`config.mk`:
```
export PLATFORM = sky130hd
export DESIGN_NAME = regfile_access_ctrl_flat
export DESIGN_NICKNAME = d
export VERILOG_FILES = /design/src/rtl/regfile_pkg.sv /design/src/rtl/regfile_access_ctrl_if.sv /design/src/rtl/regfile_dbg_arbiter.sv /design/src/rtl/regfile_access_ctrl.sv /design/src/flat_wrapper.sv
export SDC_FILE = /design/constraint.sdc
export NUM_CORES = 1
export LEC_CHECK = 0
export ABC_AREA = 1
export CAP_MARGIN = 10
export CORE_AREA = 2 2 116 118
export DETAILED_ROUTE_END_ITERATION = 6
export DIE_AREA = 0 0 118 120
export PLACE_DENSITY = 0.78
export SYNTH_ARGS = -nofsm -noshare
export SYNTH_HDL_FRONTEND = slang
export SYNTH_SLANG_ARGS = --single-unit
```
`constraint.sdc`:
```
create_clock -name clock -period 4.76 [get_ports clock]
set_input_delay 0.952 -clock clock [delete_from_list [all_inputs] [get_ports clock]]
set_output_delay 0.952 -clock clock [all_outputs]
set_load 0.1 [all_outputs]
```
`src/rtl/regfile_pkg.sv`:
```
// Shared widths, FSM state and debug op encoding for the
// register file access controller.
package regfile_pkg;

    localparam int XLEN     = 32;
    localparam int NREGS    = 32;
    localparam int AW       = $clog2(NREGS);
    localparam int WCW      = 4;
    localparam int MAX_WAIT = 4;

    typedef enum logic {
        CLEAR = 1'b0,
        RUN   = 1'b1
    } state_e;

    typedef enum logic {
        DBG_READ  = 1'b0,
        DBG_WRITE = 1'b1
    } dbg_op_e;

endpackage

```
`src/rtl/regfile_access_ctrl_if.sv`:
```
// Debug/loader request-response channel into the register file
// access controller.
interface regfile_access_ctrl_if;
    import regfile_pkg::*;

    logic            dbg_req_valid;
    logic            dbg_req_ready;
    logic            dbg_write;
    logic [AW-1:0]   dbg_addr;
    logic [XLEN-1:0] dbg_wdata;
    logic            dbg_rsp_valid;
    logic [XLEN-1:0] dbg_rdata;

    modport master (
        output dbg_req_valid,
        output dbg_write,
        output dbg_addr,
        output dbg_wdata,
        input  dbg_req_ready,
        input  dbg_rsp_valid,
        input  dbg_rdata
    );

    modport slave (
        input  dbg_req_valid,
        input  dbg_write,
        input  dbg_addr,
        input  dbg_wdata,
        output dbg_req_ready,
        output dbg_rsp_valid,
        output dbg_rdata
    );

endinterface

```
`src/rtl/regfile_dbg_arbiter.sv`:
```
// Grant, stall and starvation-counter logic sharing the register
// file ports between the pipeline and the debug requester.
module regfile_dbg_arbiter
    import regfile_pkg::*;
#(
    parameter int MAX_WAIT_P = MAX_WAIT
) (
    input  logic           run_i,
    input  logic           pl_valid_i,
    input  logic           pl_we_i,
    input  logic           req_valid_i,
    input  logic           req_write_i,
    input  logic [WCW-1:0] wait_cnt_i,
    output logic           grant_o,
    output logic           stall_o,
    output logic [WCW-1:0] wait_cnt_d_o
);

    logic at_max;
    logic rd_ok;
    logic wr_ok;
    logic is_wr;
    logic drain;

    assign at_max = (wait_cnt_i == WCW'(MAX_WAIT_P));
    assign is_wr  = (dbg_op_e'(req_write_i) == DBG_WRITE);
    assign rd_ok  = !pl_valid_i || at_max;
    assign wr_ok  = !pl_we_i && rd_ok;

    assign grant_o = run_i && req_valid_i
                   && (is_wr ? wr_ok : rd_ok);

    // A starved write held off only by writeback stalls decode so
    // the writeback stream drains and the write can get in.
    assign drain = run_i && req_valid_i && is_wr
                 && at_max && pl_we_i;

    assign stall_o = !run_i
                   || (grant_o && pl_valid_i)
                   || drain;

    always_comb begin
        wait_cnt_d_o = wait_cnt_i;
        if (!req_valid_i || grant_o) begin
            wait_cnt_d_o = '0;
        end else if (!at_max) begin
            wait_cnt_d_o = wait_cnt_i + WCW'(1);
        end
    end

endmodule

```
`src/rtl/regfile_access_ctrl.sv`:
```
// Register file front end: post-reset zero clear, then pipeline
// access with a starvation-bounded debug/loader port.
module regfile_access_ctrl
    import regfile_pkg::*;
#(
    parameter int MAX_WAIT_P = MAX_WAIT
) (
    input  logic            clock,
    input  logic            reset,
    input  logic            pl_valid,
    input  logic [AW-1:0]   pl_rs1,
    input  logic [AW-1:0]   pl_rs2,
    output logic [XLEN-1:0] pl_data_rs1,
    output logic [XLEN-1:0] pl_data_rs2,
    input  logic            pl_we,
    input  logic [AW-1:0]   pl_rd,
    input  logic [XLEN-1:0] pl_data_rd,
    output logic            pl_stall,
    regfile_access_ctrl_if.slave dbg,
    output logic [AW-1:0]   rf_addr_rs1,
    output logic [AW-1:0]   rf_addr_rs2,
    input  logic [XLEN-1:0] rf_data_rs1,
    input  logic [XLEN-1:0] rf_data_rs2,
    output logic [AW-1:0]   rf_addr_rd,
    output logic [XLEN-1:0] rf_data_rd,
    output logic            rf_write_enable,
    output logic            init_done
);

    state_e          state_q, state_d;
    logic [AW-1:0]   clr_idx_q, clr_idx_d;
    logic [WCW-1:0]  wait_cnt_q, wait_cnt_d;
    logic            init_done_q, init_done_d;
    logic            rsp_valid_q, rsp_valid_d;
    logic [XLEN-1:0] rdata_q, rdata_d;

    logic grant;
    logic stall;
    logic run;
    logic is_wr;

    assign run   = (state_q == RUN) && !reset;
    assign is_wr = (dbg_op_e'(dbg.dbg_write) == DBG_WRITE);

    regfile_dbg_arbiter #(
        .MAX_WAIT_P (MAX_WAIT_P)
    ) u_arb (
        .run_i        (run),
        .pl_valid_i   (pl_valid),
        .pl_we_i      (pl_we),
        .req_valid_i  (dbg.dbg_req_valid),
        .req_write_i  (dbg.dbg_write),
        .wait_cnt_i   (wait_cnt_q),
        .grant_o      (grant),
        .stall_o      (stall),
        .wait_cnt_d_o (wait_cnt_d)
    );

    always_ff @(posedge clock or posedge reset) begin
        if (reset) begin
            state_q     <= CLEAR;
            clr_idx_q   <= AW'(1);
            wait_cnt_q  <= '0;
            init_done_q <= 1'b0;
            rsp_valid_q <= 1'b0;
            rdata_q     <= '0;
        end else begin
            state_q     <= state_d;
            clr_idx_q   <= clr_idx_d;
            wait_cnt_q  <= wait_cnt_d;
            init_done_q <= init_done_d;
            rsp_valid_q <= rsp_valid_d;
            rdata_q     <= rdata_d;
        end
    end

    always_comb begin
        state_d         = state_q;
        clr_idx_d       = clr_idx_q;
        init_done_d     = init_done_q;
        rsp_valid_d     = 1'b0;
        rdata_d         = rdata_q;
        rf_addr_rs1     = pl_rs1;
        rf_addr_rs2     = pl_rs2;
        rf_addr_rd      = pl_rd;
        rf_data_rd      = pl_data_rd;
        rf_write_enable = pl_we;
        unique case (state_q)
            CLEAR: begin
                rf_write_enable = 1'b1;
                rf_addr_rd      = clr_idx_q;
                rf_data_rd      = '0;
                clr_idx_d       = clr_idx_q + AW'(1);
                if (clr_idx_q == AW'(NREGS - 1)) begin
                    state_d     = RUN;
                    init_done_d = 1'b1;
                end
            end
            RUN: begin
                if (grant) begin
                    rsp_valid_d = 1'b1;
                    if (is_wr) begin
                        rf_addr_rd      = dbg.dbg_addr;
                        rf_data_rd      = dbg.dbg_wdata;
                        rf_write_enable = |dbg.dbg_addr;
                        rdata_d         = '0;
                    end else begin
                        rf_addr_rs1 = dbg.dbg_addr;
                        rdata_d     = (dbg.dbg_addr == '0)
                                    ? '0 : rf_data_rs1;
                    end
                end
            end
            default: ;
        endcase
        // Reset is asynchronous: no write may escape while it is held.
        if (reset) begin
            rf_write_enable = 1'b0;
        end
    end

    assign pl_data_rs1       = rf_data_rs1;
    assign pl_data_rs2       = rf_data_rs2;
    assign pl_stall          = stall;
    assign init_done         = init_done_q;
    assign dbg.dbg_req_ready = grant;
    assign dbg.dbg_rsp_valid = rsp_valid_q;
    assign dbg.dbg_rdata     = rdata_q;

endmodule
```
`src/flat_wrapper.sv`:
```
// flat-port wrapper written by rule: the top's interface ports become plain ports
module regfile_access_ctrl_flat import regfile_pkg::*;
#(
    parameter int MAX_WAIT_P = MAX_WAIT
)
  (clock, reset, pl_valid, pl_rs1, pl_rs2, pl_data_rs1, pl_data_rs2, pl_we, pl_rd, pl_data_rd, pl_stall, rf_addr_rs1, rf_addr_rs2, rf_data_rs1, rf_data_rs2, rf_addr_rd, rf_data_rd, rf_write_enable, init_done, dbg_dbg_req_valid, dbg_dbg_write, dbg_dbg_addr, dbg_dbg_wdata, dbg_dbg_req_ready, dbg_dbg_rsp_valid, dbg_dbg_rdata);
  regfile_access_ctrl_if dbg_i ();
  input  logic clock;
  input  logic reset;
  input  logic pl_valid;
  input  logic [AW-1:0] pl_rs1;
  input  logic [AW-1:0] pl_rs2;
  output logic [XLEN-1:0] pl_data_rs1;
  output logic [XLEN-1:0] pl_data_rs2;
  input  logic pl_we;
  input  logic [AW-1:0] pl_rd;
  input  logic [XLEN-1:0] pl_data_rd;
  output logic pl_stall;
  output logic [AW-1:0] rf_addr_rs1;
  output logic [AW-1:0] rf_addr_rs2;
  input  logic [XLEN-1:0] rf_data_rs1;
  input  logic [XLEN-1:0] rf_data_rs2;
  output logic [AW-1:0] rf_addr_rd;
  output logic [XLEN-1:0] rf_data_rd;
  output logic rf_write_enable;
  output logic init_done;
  input wire logic [$bits(dbg_i.dbg_req_valid)-1:0] dbg_dbg_req_valid;
  input wire logic [$bits(dbg_i.dbg_write)-1:0] dbg_dbg_write;
  input wire logic [$bits(dbg_i.dbg_addr)-1:0] dbg_dbg_addr;
  input wire logic [$bits(dbg_i.dbg_wdata)-1:0] dbg_dbg_wdata;
  output wire logic [$bits(dbg_i.dbg_req_ready)-1:0] dbg_dbg_req_ready;
  output wire logic [$bits(dbg_i.dbg_rsp_valid)-1:0] dbg_dbg_rsp_valid;
  output wire logic [$bits(dbg_i.dbg_rdata)-1:0] dbg_dbg_rdata;
  assign dbg_i.dbg_req_valid = dbg_dbg_req_valid;
  assign dbg_i.dbg_write = dbg_dbg_write;
  assign dbg_i.dbg_addr = dbg_dbg_addr;
  assign dbg_i.dbg_wdata = dbg_dbg_wdata;
  assign dbg_dbg_req_ready = dbg_i.dbg_req_ready;
  assign dbg_dbg_rsp_valid = dbg_i.dbg_rsp_valid;
  assign dbg_dbg_rdata = dbg_i.dbg_rdata;
  regfile_access_ctrl #(.MAX_WAIT_P(MAX_WAIT_P)) u_core (.clock(clock), .reset(reset), .pl_valid(pl_valid), .pl_rs1(pl_rs1), .pl_rs2(pl_rs2), .pl_data_rs1(pl_data_rs1), .pl_data_rs2(pl_data_rs2), .pl_we(pl_we), .pl_rd(pl_rd), .pl_data_rd(pl_data_rd), .pl_stall(pl_stall), .dbg(dbg_i), .rf_addr_rs1(rf_addr_rs1), .rf_addr_rs2(rf_addr_rs2), .rf_data_rs1(rf_data_rs1), .rf_data_rs2(rf_data_rs2), .rf_addr_rd(rf_addr_rd), .rf_data_rd(rf_data_rd), .rf_write_enable(rf_write_enable), .init_done(init_done));
endmodule
```
==> results.tsv <==
stage	metric	value	unit
run_status	outcome	completed	
route	DR DRC count	0	
timing	WHS	0.4660	ns
hold_path	hold depth	1	
floorplan	Placeable Area	12980	sq um
floorplan	Horiz. Die Dim	118	um
place	RePlAce Congestion	0.8159	
global_route	largest net degree at the start of global routing	46	
place	Port Buffers	227	
power_and_ir_drop	Leak	2.898	nW
cells_and_area	fillers	1267	
logic_synthesis	Synth Area in XOR/XNOR	1.217	%
job	max-cap check violation count	0	
cts	Post-CTS Setup Inserts	0	
critical_path	worst endpoint required time	3.81	ns
timing	skew final	0.005124	ns
logic_synthesis	main combinational cell family by area after synthesis	simple AND/OR/NAND/NOR gates	
cts	post-CTS sizing	0	
logic_synthesis	post-synthesis cell area	3597	sq um
logic_synthesis	synthesized net count	712	
cts	clk root buf	clkbuf_16	
power_and_ir_drop	Pwr Density	353.0	nW/um^2
logic_synthesis	Post-Synth Simple-Gate Area	35.13	%
logic_synthesis	Seq/Total Area, Yosys	30.64	%
timing	final worst slack	0.5138	ns
global_route	initial antenna violation count	0	
global_route	GRT Resource Usage Total	17.96	%
timing	fmax	0.2355	GHz
logic_synthesis	Synth Area in Compound Gates	10.99	%
timing	RSZ-0062 raised after global routing	no	
critical_path	slowest stage cell, crit path	nand2_2	
cts	CTS HTree Levels	2	
critical_path	FF-to-FF setup slack	2.44	ns
route	DR vias/cell	4.562	
logic_synthesis	Cell variety after synth	28	
global_route	number of global-route vias before repair	3969	
cts	worst skew pair latency	0.29	ns
cts	TritonCTS clock tree	yes	
timing	Tmin final	4.246	ns
critical_path	R2R Path Start	u_core.wait_cnt_q[0]	
logic_synthesis	Yosys reg bits	44	
floorplan	# IOs	302	
route	routed via count	3969	
critical_path	Critical Path End Type	output port	
hold_path	min-delay worst type	register to register	
power_and_ir_drop	worst vdd ir	0.0002173	V
floorplan	Die Y	120	um
cells_and_area	Layout area overhead	68.35	%
floorplan	row cnt	42	
timing	setup tns final	0	ns
logic_synthesis	Post-Syn Instances	554	
timing	Setup-failing EPs final	0	
cts	CTS Hold Bufs	0	
route	Post-Route WL	12890	um
route	drt first pass iters	6	
critical_path	CP max stage delay	0.59	ns
critical_path	CP dominant cell by count	buf_4	
timing	Slew Viols, Final	0	
logic_synthesis	yosys warns	0	
critical_path	worst r2r dst	u_core.dbg.dbg_rdata[27]	
timing	Rel. slew slack	33.50	%
critical_path	critical path arrival	3.29	ns
route	Starting DRT DRC Count	241	
floorplan	die area	14160	sq um
route	ANT nets after route	0	
logic_synthesis	Syn Area/Cell	6.493	sq um
cells_and_area	Diodes inserted	0	
timing	Hold Violations, Final	0	
hold_path	origin of the worst min-delay path	u_core.init_done	
place	hpwl dp	9661	um
place	pre-CTS WS	0.4569	ns
cts	CTS max path bufs	2	
logic_synthesis	Post-Synth Adder-Cell Area	1.391	%
critical_path	worst-case reg-to-reg path depth	8	
cells_and_area	Final Net Count	851	
cells_and_area	Final Util	46.66	%
floorplan	Initial Util	27.71	%
critical_path	Crit Path Max Fanout	38	
global_route	GRT overflow	0	
logic_synthesis	mux contribution to synthesized area	0	%
cts	CTS Buf Count	5	
hold_path	Hold Crit Endpoint	u_core.init_done	
timing	worst-margin pin slew	0.9944	ns
route	WL/cell	14.81	um
cells_and_area	layout cells sized above 1	13.83	%
cts	clk sinks	44	
critical_path	crit path launch type	input pin	
cts	CTS clk-pin slew, worst paths	0.06	ns
critical_path	CP Class	input pin to output port	
timing	final worst-path cycle share	89.21	%
critical_path	worst path cell trace	clkdlybuf4s50_1, buf_4, clkinv_1, buf_4, nand2_2, nand2_1, o21ai_2, buf_12	
global_route	first-pass GRT wire length	20490	um
power breakdown:
| part | switching (mW) | internal, mW |
|---|---|---|
| registers | 0.0315 | 0.425 |
| clock network | 0.150 | 0.263 |
| logic | 0.900 | 0.368 |
per-stage QoR:
step / area (sq um) / total power [mW] / cells
after floorplan: 3597 / 1.474 / 554
after global placement: 5878 / 1.728 / 862
after detailed placement: 5878 / 1.735 / 862
after CTS: 6056 / 2.155 / 870
after global routing: 6056 / 2.222 / 870
final: 6056 / 2.138 / 870
Yosys cell counts:
| cell type | number | area share [%] |
|---|---|---|
| nand2_1 | 254 | 27 |
| buf_4 | 71 | 15 |
| nand3_1 | 45 | 6.3 |
| dfrtp_1 | 43 | 30 |
| a21oi_1 | 36 | 5.0 |
| clkbuf_1 | 20 | 2.1 |
| o21ai_0 | 18 | 2.5 |
| buf_2 | 10 | 1.4 |
| o21ai_2 | 10 | 2.4 |
| inv_1 | 9 | 0.94 |
| o21ai_1 | 6 | 0.83 |
| ha_1 | 4 | 1.4 |
| nor2_1 | 4 | 0.42 |
| buf_6 | 3 | 0.94 |
| nand4_1 | 3 | 0.52 |
| xor2_1 | 3 | 0.73 |
| clkinv_1 | 2 | 0.21 |
| nand2_2 | 2 | 0.35 |
| xnor2_1 | 2 | 0.49 |
| a21o_1 | 1 | 0.21 |
| clkinv_2 | 1 | 0.14 |
| dfstp_2 | 1 | 0.73 |
| inv_2 | 1 | 0.10 |
| nand2_4 | 1 | 0.31 |
| nand3_2 | 1 | 0.28 |
| nor2_2 | 1 | 0.17 |
| nor3_1 | 1 | 0.14 |
| or2_2 | 1 | 0.17 |
cell type report:
| cell class | instances | area, sq um | share of cell area (%) |
|---|---|---|---|
| clock buffer | 6 | 138.9 | 2.293 |
| sequential | 44 | 1102 | 18.20 |
| tap | 176 | 220.2 | 3.636 |
| timing repair buffer | 236 | 2753 | 45.45 |
| multi-input combinational | 393 | 1753 | 28.95 |
| clock inverter | 2 | 38.79 | 0.6405 |
| inverter | 13 | 50.05 | 0.8264 |
placed cells by master (no fill, tap or decap), types with 5 or more instances in the layout:
cell type        netlist  layout
a21oi_1               36      36
buf_12                 0      45
buf_4                 71      24
clkbuf_16              0       5
clkdlybuf4s50_1        0     167
dfrtp_1               43      43
inv_1                  9       9
nand2_1              254     254
nand3_1               45      45
o21ai_0               18      18
o21ai_1                6       6
o21ai_2               10      10
routing by layer:
metal	track usage (%)	wire length, um
met1	20.55	5014
met2	31.10	6279
met3	7.034	1359
met4	5.120	231
met5	0	0
how the worst max path moves through the flow:
stage | from | to | slack (ns) | cells past startpoint
CTS | dbg_dbg_write | rf_addr_rs1[4] | 0.46 | 8
floorplan | reset | rf_data_rd[10] | 0.04 | 7
detailed placement | dbg_dbg_write | rf_addr_rs1[4] | 0.46 | 8
global placement | dbg_dbg_write | rf_addr_rs1[4] | 0.53 | 8
finish | dbg_dbg_write | rf_addr_rs1[4] | 0.51 | 8
global route | dbg_dbg_write | rf_addr_rs1[4] | 0.34 | 8
worst max-delay path: cells and delay by family:
family,cells,cell delay (ns)
buffers and inverters,5,1.43
and+or+nand+nor,2,0.74
AOI/OAI and AO/OA,1,0.12
sequential cells by signal, summed over array words and instances (netlist names):
name / count
u_core.clr_idx_q: 5
u_core.dbg.dbg_rsp_valid: 1
u_core.init_done: 1
u_core.state_q: 1
u_core.dbg.dbg_rdata: 32
u_core.wait_cnt_q: 4
logic make-up after synthesis:
group | count (synthesis)
fa+ha+maj | 4
compound gates | 71
flops | 44
simple gates | 313
xor+xnor | 5
buf+inv | 117
Note: power is estimated with default switching activity, not from simulation.
